File: config.mk
export PLATFORM = sky130hd
export DESIGN_NAME = fetch_queue
export DESIGN_NICKNAME = d
export VERILOG_FILES = /design/src/rtl/fetch_queue.sv
export SDC_FILE = /design/constraint.sdc
export NUM_CORES = 1
export LEC_CHECK = 0
export BUFFER_PORTS_ARGS = -buffer_cell sky130_fd_sc_hd__buf_2
export CAP_MARGIN = 20
export CORE_MARGIN = 3
export CORE_UTILIZATION = 33
export DETAILED_ROUTE_END_ITERATION = 8
export PLACE_DENSITY = 0.62
export RECOVER_POWER = 100
export SLEW_MARGIN = 5
export SYNTH_ARGS = -nofsm -noshare
export SYNTH_HDL_FRONTEND = slang
export SYNTH_SLANG_ARGS = --single-unit
File: constraint.sdc
create_clock -name CLK -period 6.5 [get_ports CLK]
set_input_delay 0.325 -clock CLK [delete_from_list [all_inputs] [get_ports CLK]]
set_output_delay 0.325 -clock CLK [all_outputs]
set_load 0.02 [all_outputs]
File: src/rtl/fetch_queue.sv
// Instruction fetch stage: issues sequential PC reads to the MMU, buffers in-order
// responses in a first-word-fall-through FIFO and presents one instruction per cycle.
module fetch_queue #(
  parameter logic [31:0] START_ADDR = 32'h0000_0000,
  parameter int          DEPTH      = 4
) (
  input  logic        CLK,
  input  logic        RST,
  input  logic        FLUSH,
  input  logic [31:0] NEW_PC,
  input  logic        STALL,
  input  logic        MEM_WAIT,
  output logic        INST_RDEN,
  output logic [31:0] INST_RIADDR,
  input  logic        INST_RVALID,
  input  logic [31:0] INST_ROADDR,
  input  logic [31:0] INST_RDATA,
  output logic        INST_VALID,
  output logic [31:0] INST_PC,
  output logic [31:0] INST_DATA
);

  localparam int AW = $clog2(DEPTH);
  localparam int CW = AW + 1;
  localparam logic [CW:0] DEPTH_L = (CW + 1)'(DEPTH);

  logic [31:0]   pc;
  logic [31:0]   expect_addr;
  logic [31:0]   hold_pc;
  logic [31:0]   hold_data;
  logic [CW-1:0] count;
  logic [CW-1:0] inflight;
  logic [AW-1:0] head;
  logic [AW-1:0] tail;
  logic [31:0]   fifo_addr [DEPTH];
  logic [31:0]   fifo_data [DEPTH];

  logic          issue;
  logic          accept;
  logic          valid;
  logic          pop;
  logic [CW:0]   occupancy;

  // Entries buffered plus requests still outstanding must never exceed DEPTH,
  // which is what guarantees a response always finds a free slot.
  assign occupancy = {1'b0, count} + {1'b0, inflight};
  assign issue     = RST && !FLUSH && !MEM_WAIT && (occupancy < DEPTH_L);
  assign accept    = INST_RVALID && (INST_ROADDR == expect_addr) && !FLUSH;
  assign valid     = (count != '0);
  assign pop       = valid && !STALL && !FLUSH;

  assign INST_RDEN   = issue;
  assign INST_RIADDR = pc;
  assign INST_VALID  = valid;
  assign INST_PC     = valid ? fifo_addr[head] : hold_pc;
  assign INST_DATA   = valid ? fifo_data[head] : hold_data;

  always_ff @(posedge CLK or negedge RST) begin
    if (!RST) begin
      pc          <= START_ADDR;
      expect_addr <= START_ADDR;
      count       <= '0;
      inflight    <= '0;
      head        <= '0;
      tail        <= '0;
      hold_pc     <= '0;
      hold_data   <= '0;
    end else begin
      if (FLUSH) begin
        pc          <= NEW_PC;
        expect_addr <= NEW_PC;
      end else begin
        if (issue)  pc          <= pc + 32'd4;
        if (accept) expect_addr <= expect_addr + 32'd4;
      end

      // Outstanding responses survive a redirect; they drain here and are
      // rejected by the address compare instead.
      case ({issue, INST_RVALID})
        2'b10:   inflight <= inflight + CW'(1);
        2'b01:   inflight <= inflight - CW'(1);
        default: inflight <= inflight;
      endcase

      if (FLUSH) begin
        count <= '0;
        head  <= '0;
        tail  <= '0;
      end else begin
        if (accept) tail <= tail + AW'(1);
        if (pop)    head <= head + AW'(1);
        if (accept && !pop)      count <= count + CW'(1);
        else if (!accept && pop) count <= count - CW'(1);
      end

      if (valid) begin
        hold_pc   <= fifo_addr[head];
        hold_data <= fifo_data[head];
      end
    end
  end

  always_ff @(posedge CLK) begin
    if (accept) begin
      fifo_addr[tail] <= INST_ROADDR;
      fifo_data[tail] <= INST_RDATA;
    end
  end

endmodule

==> impl_metrics.toml, run 1 <==
[status]
run_status = "finished, violations left"
violations = "capacitance limit, slew limit"

[layout]
most-common-layout-cells = "edfxtp_1 (256), clkbuf_1 (182), dfrtp_1 (136)"
fin_cells = 1957
area_growth_pct = 19.98
utilization_pct = 40.53
drive_gt1_share_pct = 16.15
final_common_cell = "edfxtp_1"
nets = 1379
fillers = 4523

[sta]
setup_viol = 0
worstMarginPinSlew_ns = 3.709
drv_slew = 456
relSlewSlack_pct = -147.2
fin_crit_ns = 4.762
fmaxAchievable_ghz = 0.2100
setup_slack_ns = 1.738
final.setup.tns_ns = 0
fin_skew_ns = 0.01799
fin_crit_sh_pct = 73.25
hold_viol = 0
rsz0062_at_grt = "no"

[clock_network]
numCtsBuffers = 42
clk_path_buf_depth = 3
clock_latency_ns = 0.57
cts-resized-gates = 0
clkTransAtPathRegs_ns = 0.06
cts-root-buf = "clkbuf_16"
cts_setup_buffers = 0
cts_tree = "done"
htreeDepth = 2
cts.sinks = 394

[worst_setup_path]
path_max_fanout = 55
critical_path_arrival_ns = 5.19
cp.required_ns = 6.93
start_kind = "input port"
end_kind = "flop"
ff2ff_path_depth = 5
critPathKind = "input port to flop"

[detailed_routing]
wl_per_cell_um = 20.96
detail-route-antenna-nets = 0
vias_per_cell = 5.057
drt-total-wl_um = 41020
dr_total_vias = 9897
drc = 0
drt_iter0_drc = 814
firstDrtPassIters = 5

[hold_path]
hold_path.class = "input port to flop"
hold_depth = 3

[place]
dp_hpwl_um = 26920
dp_cells = 1831
numPortBuffers = 199
gp_congestion = 0.8713
place_ws_ns = 2.917

[power_and_ir_drop]
p_per_area_nw_per_um2 = 341.7
p_sw_share_pct = 29.58
seqPwrFrac_pct = 46.0
internal_power_mw = 4.705
ir_drop_mv = 0.1623
total_power_mw = 6.681
leakagePower_nw = 6.661
p_clk_share_pct = 34.4
power.switching_mw = 1.976
combPwrFrac_pct = 19.5

[grt]
grt_pass1_vias = 10060
grt_start_max_net_pins = 75
grtUsageTotal_pct = 15.58
antenna_found_initial = 0
overflow = 0
grt_first_pass_wirelength_um = 62750

[die]
fp.dieW_um = 228.2
core_region_area_um2 = 48250
row_count = 80
dieArea_um2 = 52090
dieHeight_um = 228.2
io-pin-count = 200
start_util_pct = 33.78

[logic_synthesis]
synth_top_area_share_pct = 47.17
yosys_warnings = 0
syn_area_per_cell_um2 = 16.06
synth-edff-count = 256
yosysSeqAreaShare_pct = 68.36
synth-main-ff-cell = "edfxtp_1"
ys_types = 51
synth_top_cell_by_area = "edfxtp_1"
synth_area_um2 = 16300
synth_area_leaders = "edfxtp_1 (47%), dfrtp_1 (21%), mux4_2 (8.8%)"
synth_fp_nets = 1128
synthCells = 1015
synth_seq_cells = 394
ys_async_sr_fraction_pct = 35.03

[run]
drv_cap = 8
cells in the mapped netlist, drive strengths merged, types with 5 or more instances:
| cell | count |
|---|---|
| and3 | 16 |
| inv | 23 |
| xnor2 | 34 |
| o311ai | 8 |
| a21oi | 13 |
| nand3 | 37 |
| o211ai | 14 |
| or3 | 12 |
| nand2b | 8 |
| nor2 | 40 |
| mux2 | 66 |
| nor4 | 12 |
| o21ai | 30 |
| edfxtp | 256 |
| and4 | 9 |
| ha | 9 |
| nor3 | 11 |
| nand2 | 53 |
| clkbuf | 37 |
| o31a | 5 |
| a31oi | 21 |
| nand4 | 21 |
| xor2 | 18 |
| mux4 | 64 |
| or4 | 12 |
| dfrtp | 138 |
| and2 | 5 |
| buf | 10 |
cell families after synthesis:
kind of cell | count (synthesis) | share of synthesized area (%)
AND/OR/NAND/NOR | 245 | 8.222
AO/OA/AOI/OAI | 110 | 4.460
multiplexers | 133 | 13.59
flip-flops | 394 | 68.36
adder cells (fa/ha/maj) | 11 | 0.9366
XOR/XNOR | 52 | 2.794
buffers and inverters | 70 | 1.643
final timing paths:
| check | from | to | slack [ns] |
|---|---|---|---|
| max in group asynchronous | RST | hold_pc[26]$_DFF_PN0_ | 2.27 |
| hold / removal | NEW_PC[20] | INST_RIADDR[20]$_DFFE_PN0N_ | 0.03 |
| setup / recovery | FLUSH | INST_RIADDR[17]$_DFFE_PN0N_ | 1.74 |
| setup reg to reg | expect_addr[13]$_DFFE_PN0N_ | fifo_addr[2][25]$_DFFE_PP_ | 2.08 |
| min in group asynchronous | RST | hold_pc[11]$_DFF_PN0_ | 0.30 |
| hold reg to reg | hold_pc[20]$_DFF_PN0_ | hold_pc[20]$_DFF_PN0_ | 0.48 |
worst max-delay path, stage by stage:
cell and delay (ns):
buf_2 0.07, clkbuf_1 1.81, nor4_1 0.08, nand4b_1 0.20, clkbuf_1 1.00, inv_1 0.56, nor2_1 0.76, o21ai_0 0.19
o311ai_0 0.15
metal layers:
metal	wire [um]	global-route usage, %	part of all wire [%]	vias to the layer above
met4	1075	5.012	2.6	0
met3	2629	3.431	6.4	59
li1	-	-	-	4460
met5	0	0	0	-
met2	19210	24.45	47	353
met1	18110	21.65	44	5025
final cells by class:
cell class / count / area (um2) / area share (%)
Tap cell: 656 / 820.8 / 4.198
Clock inverter: 15 / 130.1 / 0.6655
Antenna cell: 1 / 2.502 / 0.01280
Inverter: 23 / 87.58 / 0.4479
Timing Repair Buffer: 254 / 1306 / 6.680
Sequential cell: 394 / 11150 / 57.01
Multi-Input combinational cell: 551 / 4867 / 24.89
Clock buffer: 63 / 1191 / 6.092
per-stage QoR:
step,instance area [um2],hold slack (ns)
2_1_floorplan,16300,0.02941
3_3_place_gp,18030,0.1412
3_5_place_dp,18030,0.1406
4_1_cts,19820,0.00008130
5_1_grt,19550,0.03582
6_report,19550,0.02834
power groups by stage:
stage | logic (mW) | registers, mW | clock network [mW]
4_1_cts | 1.43 | 3.08 | 2.36
6_report | 1.31 | 3.07 | 2.30
5_1_grt | 1.42 | 3.11 | 2.47
2_1_floorplan | 0.908 | 3.09 | 0
3_5_place_dp | 1.39 | 3.13 | 0
3_3_place_gp | 1.38 | 3.12 | 0
registers in the layout, indices dropped and copies added (netlist names), 3 cells and up:
signal / cells
INST_RIADDR: 32
count: 3
expect_addr: 32
fifo_addr: 128
fifo_data: 128
hold_data: 32
hold_pc: 32
inflight: 3
what timing repair did:
item	4_1_cts	5_1_grt
hold buffers	47	0
setup endpoints to repair	0	0
endpoints found under the hold margin	166	0
No activity file was read; power rests on OpenSTA's default activity.
==> run 2: changes to the inputs <==
- clock period: 6.5 -> 4.97 ns (I/O delays scaled with it)
==> run 2 against run 1 <==
Net effect:
- the flow still finishes with violations (capacitance limit, slew limit)
- sequential share of layout area shrank 1.4 points
- hold slack improved by 0.015 ns
- die area is the same
- register-to-register slack worse by 1.0 ns
- routed wire length is 0.57% lower
- final area up 2.4%
- via count increased by 0.56%
- cell count increased by 2.2%
- largest power group unchanged
==> impl_metrics.toml, run 2 (same netlist as run 1, synthesis figures left out) <==
[power_and_ir_drop]
ir_drop_mv = 0.2393
total_power_mw = 8.803
p_per_area_nw_per_um2 = 439.5
leakagePower_nw = 6.865

[grt]
grt_first_pass_wirelength_um = 63200
top_usage_layer = "met2"
antenna_found_initial = 2
use_met1_pct = 21.88
grt_pass1_vias = 10130
grtUsageMet3_pct = 3.106
grtUsageTotal_pct = 15.68
met2_usage_pct = 25.08
overflow = 0
grt_start_max_net_pins = 66

[hold_path]
hp-start = "NEW_PC[10]"
hold_depth = 3
hold_path.class = "input port to flop"
hold_end = "expect_addr[10]$_DFFE_PN0N_"

[worst_setup_path]
cp.required_ns = 4.72
end_kind = "primary output"
critical_path_arrival_ns = 3.76
worst_r2r_startpoint = "expect_addr[8]$_DFFE_PN0N_"
path_max_fanout = 65
worst_r2r_endpoint = "count[1]$_DFFE_PN0P_"
critPathKind = "flop to primary output"
reg2reg_slack_ns = 1.05
ff2ff_path_depth = 9
start_kind = "flop"

[sta]
fin_skew_ns = 0.01984
final.setup.tns_ns = 0
drv_slew = 109
worstMarginPinSlew_ns = 2.577
relSlewSlack_pct = -71.81
fin_crit_ns = 4.010
hold_viol = 0
rsz0062_at_grt = "no"
fmaxAchievable_ghz = 0.2494
setup_viol = 0
fin_crit_sh_pct = 80.68

[die]
start_util_pct = 33.78
core_region_area_um2 = 48250
dieArea_um2 = 52090
dieHeight_um = 228.2
io-pin-count = 200
fp.dieW_um = 228.2
row_count = 80

[clock_network]
clock_latency_ns = 0.57
cts_tree = "done"
htreeDepth = 2
numCtsBuffers = 42
cts-root-buf = "clkbuf_16"
cts.sinks = 394
clkTransAtPathRegs_ns = 0.06
clk_path_buf_depth = 3

[detailed_routing]
dr_total_vias = 9952
drt-total-wl_um = 40790
firstDrtPassIters = 5
drt_iter0_drc = 591
detail-route-antenna-nets = 0
drc = 0
wl_per_cell_um = 20.38
vias_per_cell = 4.974

[layout]
final_common_cell = "edfxtp_1"
area_growth_pct = 22.89
nets = 1422
reg_top3 = "fifo_addr: 128 flops, fifo_data: 128 flops"
regArea_um2 = 11150
fillers = 4544
fin_cells = 2001
drive_gt1_share_pct = 15.86
multi_input_area_um2 = 4872
most-common-layout-cells = "edfxtp_1 (256), clkbuf_1 (174), dfrtp_1 (136)"

[status]
violations = "capacitance limit, slew limit"
run_status = "finished, violations left"

[run]
drv_cap = 2

[place]
gp_congestion = 0.8775
numPortBuffers = 199
dp_hpwl_um = 26720
dp_cells = 1831
[run 2: cell types whose count changed in the layout (fill, tap and decap cells not counted), moves of 2 or more]
| cell | previous run | this run |
|---|---|---|
| clkinv_4 | 1 | 3 |
| mux2_2 | 33 | 29 |
| mux2_1 | 33 | 37 |
| buf_4 | 3 | 5 |
| and3_2 | 4 | 0 |
| clkinv_2 | 2 | 8 |
| and3_4 | 0 | 4 |
| clkbuf_1 | 182 | 174 |
| dlygate4sd3_1 | 47 | 90 |
[run 2: worst max-delay path by stage]
| stage | end | slack [ns] | start |
|---|---|---|---|
| finish | INST_PC[8] | 0.96 | count[1]$_DFFE_PN0P_ |
| floorplan | fifo_addr[0][0]$_DFFE_PP_ | 1.16 | expect_addr[27]$_DFFE_PN0N_ |
| CTS | fifo_data[2][19]$_DFFE_PP_ | 1.41 | expect_addr[27]$_DFFE_PN0N_ |
| detailed placement | fifo_data[1][12]$_DFFE_PP_ | 1.43 | expect_addr[27]$_DFFE_PN0N_ |
| global route | INST_PC[5] | 0.64 | count[1]$_DFFE_PN0P_ |
| global placement | fifo_data[1][12]$_DFFE_PP_ | 1.47 | expect_addr[27]$_DFFE_PN0N_ |
[run 2: metrics by stage]
| stage | utilization [%] | hold WS, ns | setup slack, ns | area [um2] |
|---|---|---|---|---|
| 2_1_floorplan | - | -0.04709 | 1.158 | 16300 |
| 3_3_place_gp | 37.37 | 0.2229 | 1.470 | 18030 |
| 3_5_place_dp | 37.37 | 0.2273 | 1.427 | 18030 |
| 4_1_cts | 42.02 | 0.00007161 | 1.410 | 20270 |
| 5_1_grt | 41.50 | 0.04046 | 0.6446 | 20020 |
| 6_report | 41.51 | 0.04334 | 0.9603 | 20030 |
[run 2: metal layers]
| layer | vias to the layer above | wire length [um] |
|---|---|---|
| li1 | 4547 | - |
| met1 | 5070 | 18290 |
| met2 | 273 | 19470 |
| met3 | 60 | 2161 |
| met4 | 2 | 849 |
| met5 | - | 20 |
[run 2: area by class of cell]
cell class / instances / area share [%]
Inverter: 23 / 0.4373
Antenna cell: 2 / 0.02499
Multi-Input combinational cell: 551 / 24.33
Sequential cell: 394 / 55.66
Clock buffer: 57 / 5.785
Timing Repair Buffer: 297 / 8.746
Tap cell: 656 / 4.098
Clock inverter: 21 / 0.9245
[run 2: critical path, stage by stage (launching register included)]
cell,delay [ns]
dfrtp_1,0.43
nor3_1,0.54
clkinvlp_2,0.21
clkbuf_2,1.00
mux2_1,0.77
clkbuf_1,0.20
[run 2: power breakdown]
part / internal [mW] / leakage (nW) / switching (mW)
clock network: 1.76 / 0.657 / 1.31
registers: 3.83 / 3.94 / 0.182
logic: 0.617 / 2.27 / 1.11
[run 2: what timing repair did]
action,CTS,global route
hold buffers,90,0
endpoints found under the hold margin,342,0
buffers inserted,0,0
gates resized for setup,0,0
==> run 3: changes to the inputs <==
- ABC_AREA: not set -> 1
- clock period: 4.97 -> 4.2 ns (I/O delays scaled with it)
==> run 3 against run 2 <==
Net effect:
- the flow still finishes with violations (capacitance limit, slew limit)
- first-iteration DRC count rose by 57%
- combinational power up 130%
- final area up 5.7%
- via count increased by 35%
- register-to-register slack worse by 0.20 ns
- utilization fell by 0.34 points
- clock skew fell by 0.0055 ns
- worst setup slack lost 0.26 ns
- sequential share of layout area decreased by 3.0 points
- sequential power increased by 21%
- routed wire length up 22%
- critical path depth grew 2
- highest routed layer is now met4
==> impl_metrics.toml, run 3 <==
[place]
gp_congestion = 0.9082
numPortBuffers = 199
dp_hpwl_um = 33000
place_ws_ns = 1.214

[sta]
fin_skew_ns = 0.01439
worstMarginPinSlew_ns = 1.667
drv_slew = 55
relSlewSlack_pct = -11.12
holdWs_ns = 0.03007
setup_viol = 0
fin_crit_sh_pct = 83.29
fin_crit_ns = 3.498
fmaxAchievable_ghz = 0.2859
rsz0062_at_grt = "no"
setup_slack_ns = 0.7017
hold_viol = 0

[logic_synthesis]
synth_area_um2 = 17210
synth_area_leaders = "edfxtp_1 (45%), dfrtp_1 (20%), nor2_1 (8.7%)"
synth_top_cell_by_area = "edfxtp_1"
yosysSeqAreaShare_pct = 64.74
yosys_warnings = 0
ys_async_sr_fraction_pct = 35.03
synthCells = 1707
synth_seq_cells = 394
synth-main-ff-cell = "edfxtp_1"
synth_top_area_share_pct = 44.67
ys_types = 41
synth.most_common_cell = "nor2_1"
synth_fp_nets = 1820
synth-edff-count = 256
synthTopCellsByCount = "nor2_1 (399), nand2_1 (280), edfxtp_1 (256)"
syn_area_per_cell_um2 = 10.08

[layout]
nets = 2116
drive_gt1_share_pct = 7.066
reg_top3 = "fifo_addr: 128 flops, fifo_data: 128 flops"
area_growth_pct = 23.00
final_common_cell = "nor2_1"
most-common-layout-cells = "nor2_1 (399), nand2_1 (280), edfxtp_1 (256)"
utilization_pct = 41.18
fillers = 4974
multi_input_area_um2 = 5285
regArea_um2 = 11150

[worst_setup_path]
start_kind = "input port"
worstSetupEndpoint = "INST_RDEN"
worst_r2r_endpoint = "fifo_data[0][4]$_DFFE_PP_"
path_max_fanout = 43
cp_cell_sequence = "buf_2, inv_1, nand2_1, nor3_1, nand3_1, clkinv_1, clkbuf_1"
ff2ff_path_depth = 11
critical_path_arrival_ns = 3.29
slowest_stage = "inv_1"
worst_r2r_startpoint = "expect_addr[2]$_DFFE_PN0N_"
critPathKind = "input port to primary output"
critPathMaxStageDelay_ns = 0.69
cp.required_ns = 3.99
reg2reg_slack_ns = 0.85
startpoint = "FLUSH"
end_kind = "primary output"

[clock_network]
cts_tree = "done"
cts_hold_buf = 96
cts.sinks = 394
clkTransAtPathRegs_ns = 0.06
clk_path_buf_depth = 3
cts-resized-gates = 0
cts-root-buf = "clkbuf_16"
numCtsBuffers = 45
htreeDepth = 2
cts_setup_buffers = 0
clock_latency_ns = 0.56

[detailed_routing]
wl_per_cell_um = 18.32
drt_iter0_drc = 930
dr_total_vias = 13400
detail-route-antenna-nets = 0
vias_per_cell = 4.926
drc = 0
drt-total-wl_um = 49850
firstDrtPassIters = 5

[hold_path]
hold_path.class = "input port to flop"

[die]
io-pin-count = 200
fp.dieW_um = 234.4
dieHeight_um = 234.4
row_count = 83
start_util_pct = 33.48
dieArea_um2 = 54920
core_region_area_um2 = 51410

[run]
drv_cap = 1

[power_and_ir_drop]
ir_drop_mv = 0.3063
p_per_area_nw_per_um2 = 602.3
total_power_mw = 12.75
leakagePower_nw = 8.034

[grt]
grt_pass1_vias = 13280
grt_first_pass_wirelength_um = 75710
grt_start_max_net_pins = 100
antenna_found_initial = 4
grtUsageTotal_pct = 17.96
overflow = 0

[status]
violations = "capacitance limit, slew limit"
run_status = "finished, violations left"
[run 3: cell types whose count changed after synthesis, sizes merged, moves of 13 or more]
cell	delta
nor2	+362
inv	+93
mux4	-64
xnor2	-25
o21ai	+130
clkbuf	+16
nor3	+18
xor2	+13
and3	-16
a31oi	+44
nand2	+227
o211ai	+20
mux2	-66
[run 3: routing by layer]
| metal | track usage [%] | wire length [um] |
|---|---|---|
| met2 | 29.49 | 23290 |
| met4 | 4.810 | 1018 |
| met1 | 24.22 | 22160 |
| met3 | 3.814 | 3390 |
| met5 | 0 | 0 |
[run 3: power by group]
| group | switching (mW) | leakage (nW) | internal (mW) |
|---|---|---|---|
| combinational | 2.91 | 3.41 | 1.05 |
| sequential | 0.293 | 3.91 | 4.58 |
| clock | 1.56 | 0.720 | 2.36 |
| total | 4.77 | 8.03 | 7.98 |
[run 3: per-stage QoR]
| step | TNS [ns] | instances | cell area, um2 |
|---|---|---|---|
| after global placement | 0 | 2538 | 19020 |
| after floorplan | -78.35 | 1707 | 17210 |
| after global routing | 0 | 2718 | 21160 |
| after detailed placement | 0 | 2540 | 19060 |
| final | 0 | 2721 | 21170 |
| after CTS | 0 | 2718 | 21500 |
[run 3: kinds of logic (layout without fill, tap and decap cells)]
group | after synthesis | in the layout | synth area share, %
AND/OR/NAND/NOR | 791 | 791 | 18.71
flip-flops | 394 | 394 | 64.74
AO/OA/AOI/OAI | 282 | 282 | 9.343
buffers and inverters | 189 | 520 | 4.290
XOR/XNOR | 40 | 40 | 2.036
adder cells (fa/ha/maj) | 11 | 11 | 0.8870
other | 0 | 3 | 0
[run 3: worst min path at each step]
| stage | to | depth (start not counted) | from | slack [ns] |
|---|---|---|---|---|
| after floorplan | INST_RIADDR[0]$_DFFE_PN0P_ | 0 | RST | -0.09 |
| after global placement | fifo_data[1][2]$_DFFE_PP_ | 1 | INST_RDATA[2] | 0.42 |
| after detailed placement | fifo_data[3][26]$_DFFE_PP_ | 1 | INST_RDATA[26] | 0.43 |
| after CTS | INST_RIADDR[15]$_DFFE_PN0N_ | 3 | NEW_PC[15] | 0.001 |
| after global routing | INST_RIADDR[15]$_DFFE_PN0N_ | 3 | NEW_PC[15] | 0.03 |
| final | INST_RIADDR[15]$_DFFE_PN0N_ | 3 | NEW_PC[15] | 0.03 |
[run 3: worst max-delay path, delay by kind of cell]
kind	cells	cell delay (ns)
buffers and inverters	4	2.23
AND/OR/NAND/NOR	3	0.83
[run 3: final cells by class]
class / count / area share [%]
flip-flops and latches: 394 / 52.65
diodes: 3 / 0.03547
clock inverters: 23 / 1.206
repair buffers: 320 / 9.245
inverters: 118 / 2.116
well taps: 680 / 4.019
clock buffers: 59 / 5.757
multi-input cells: 1124 / 24.97
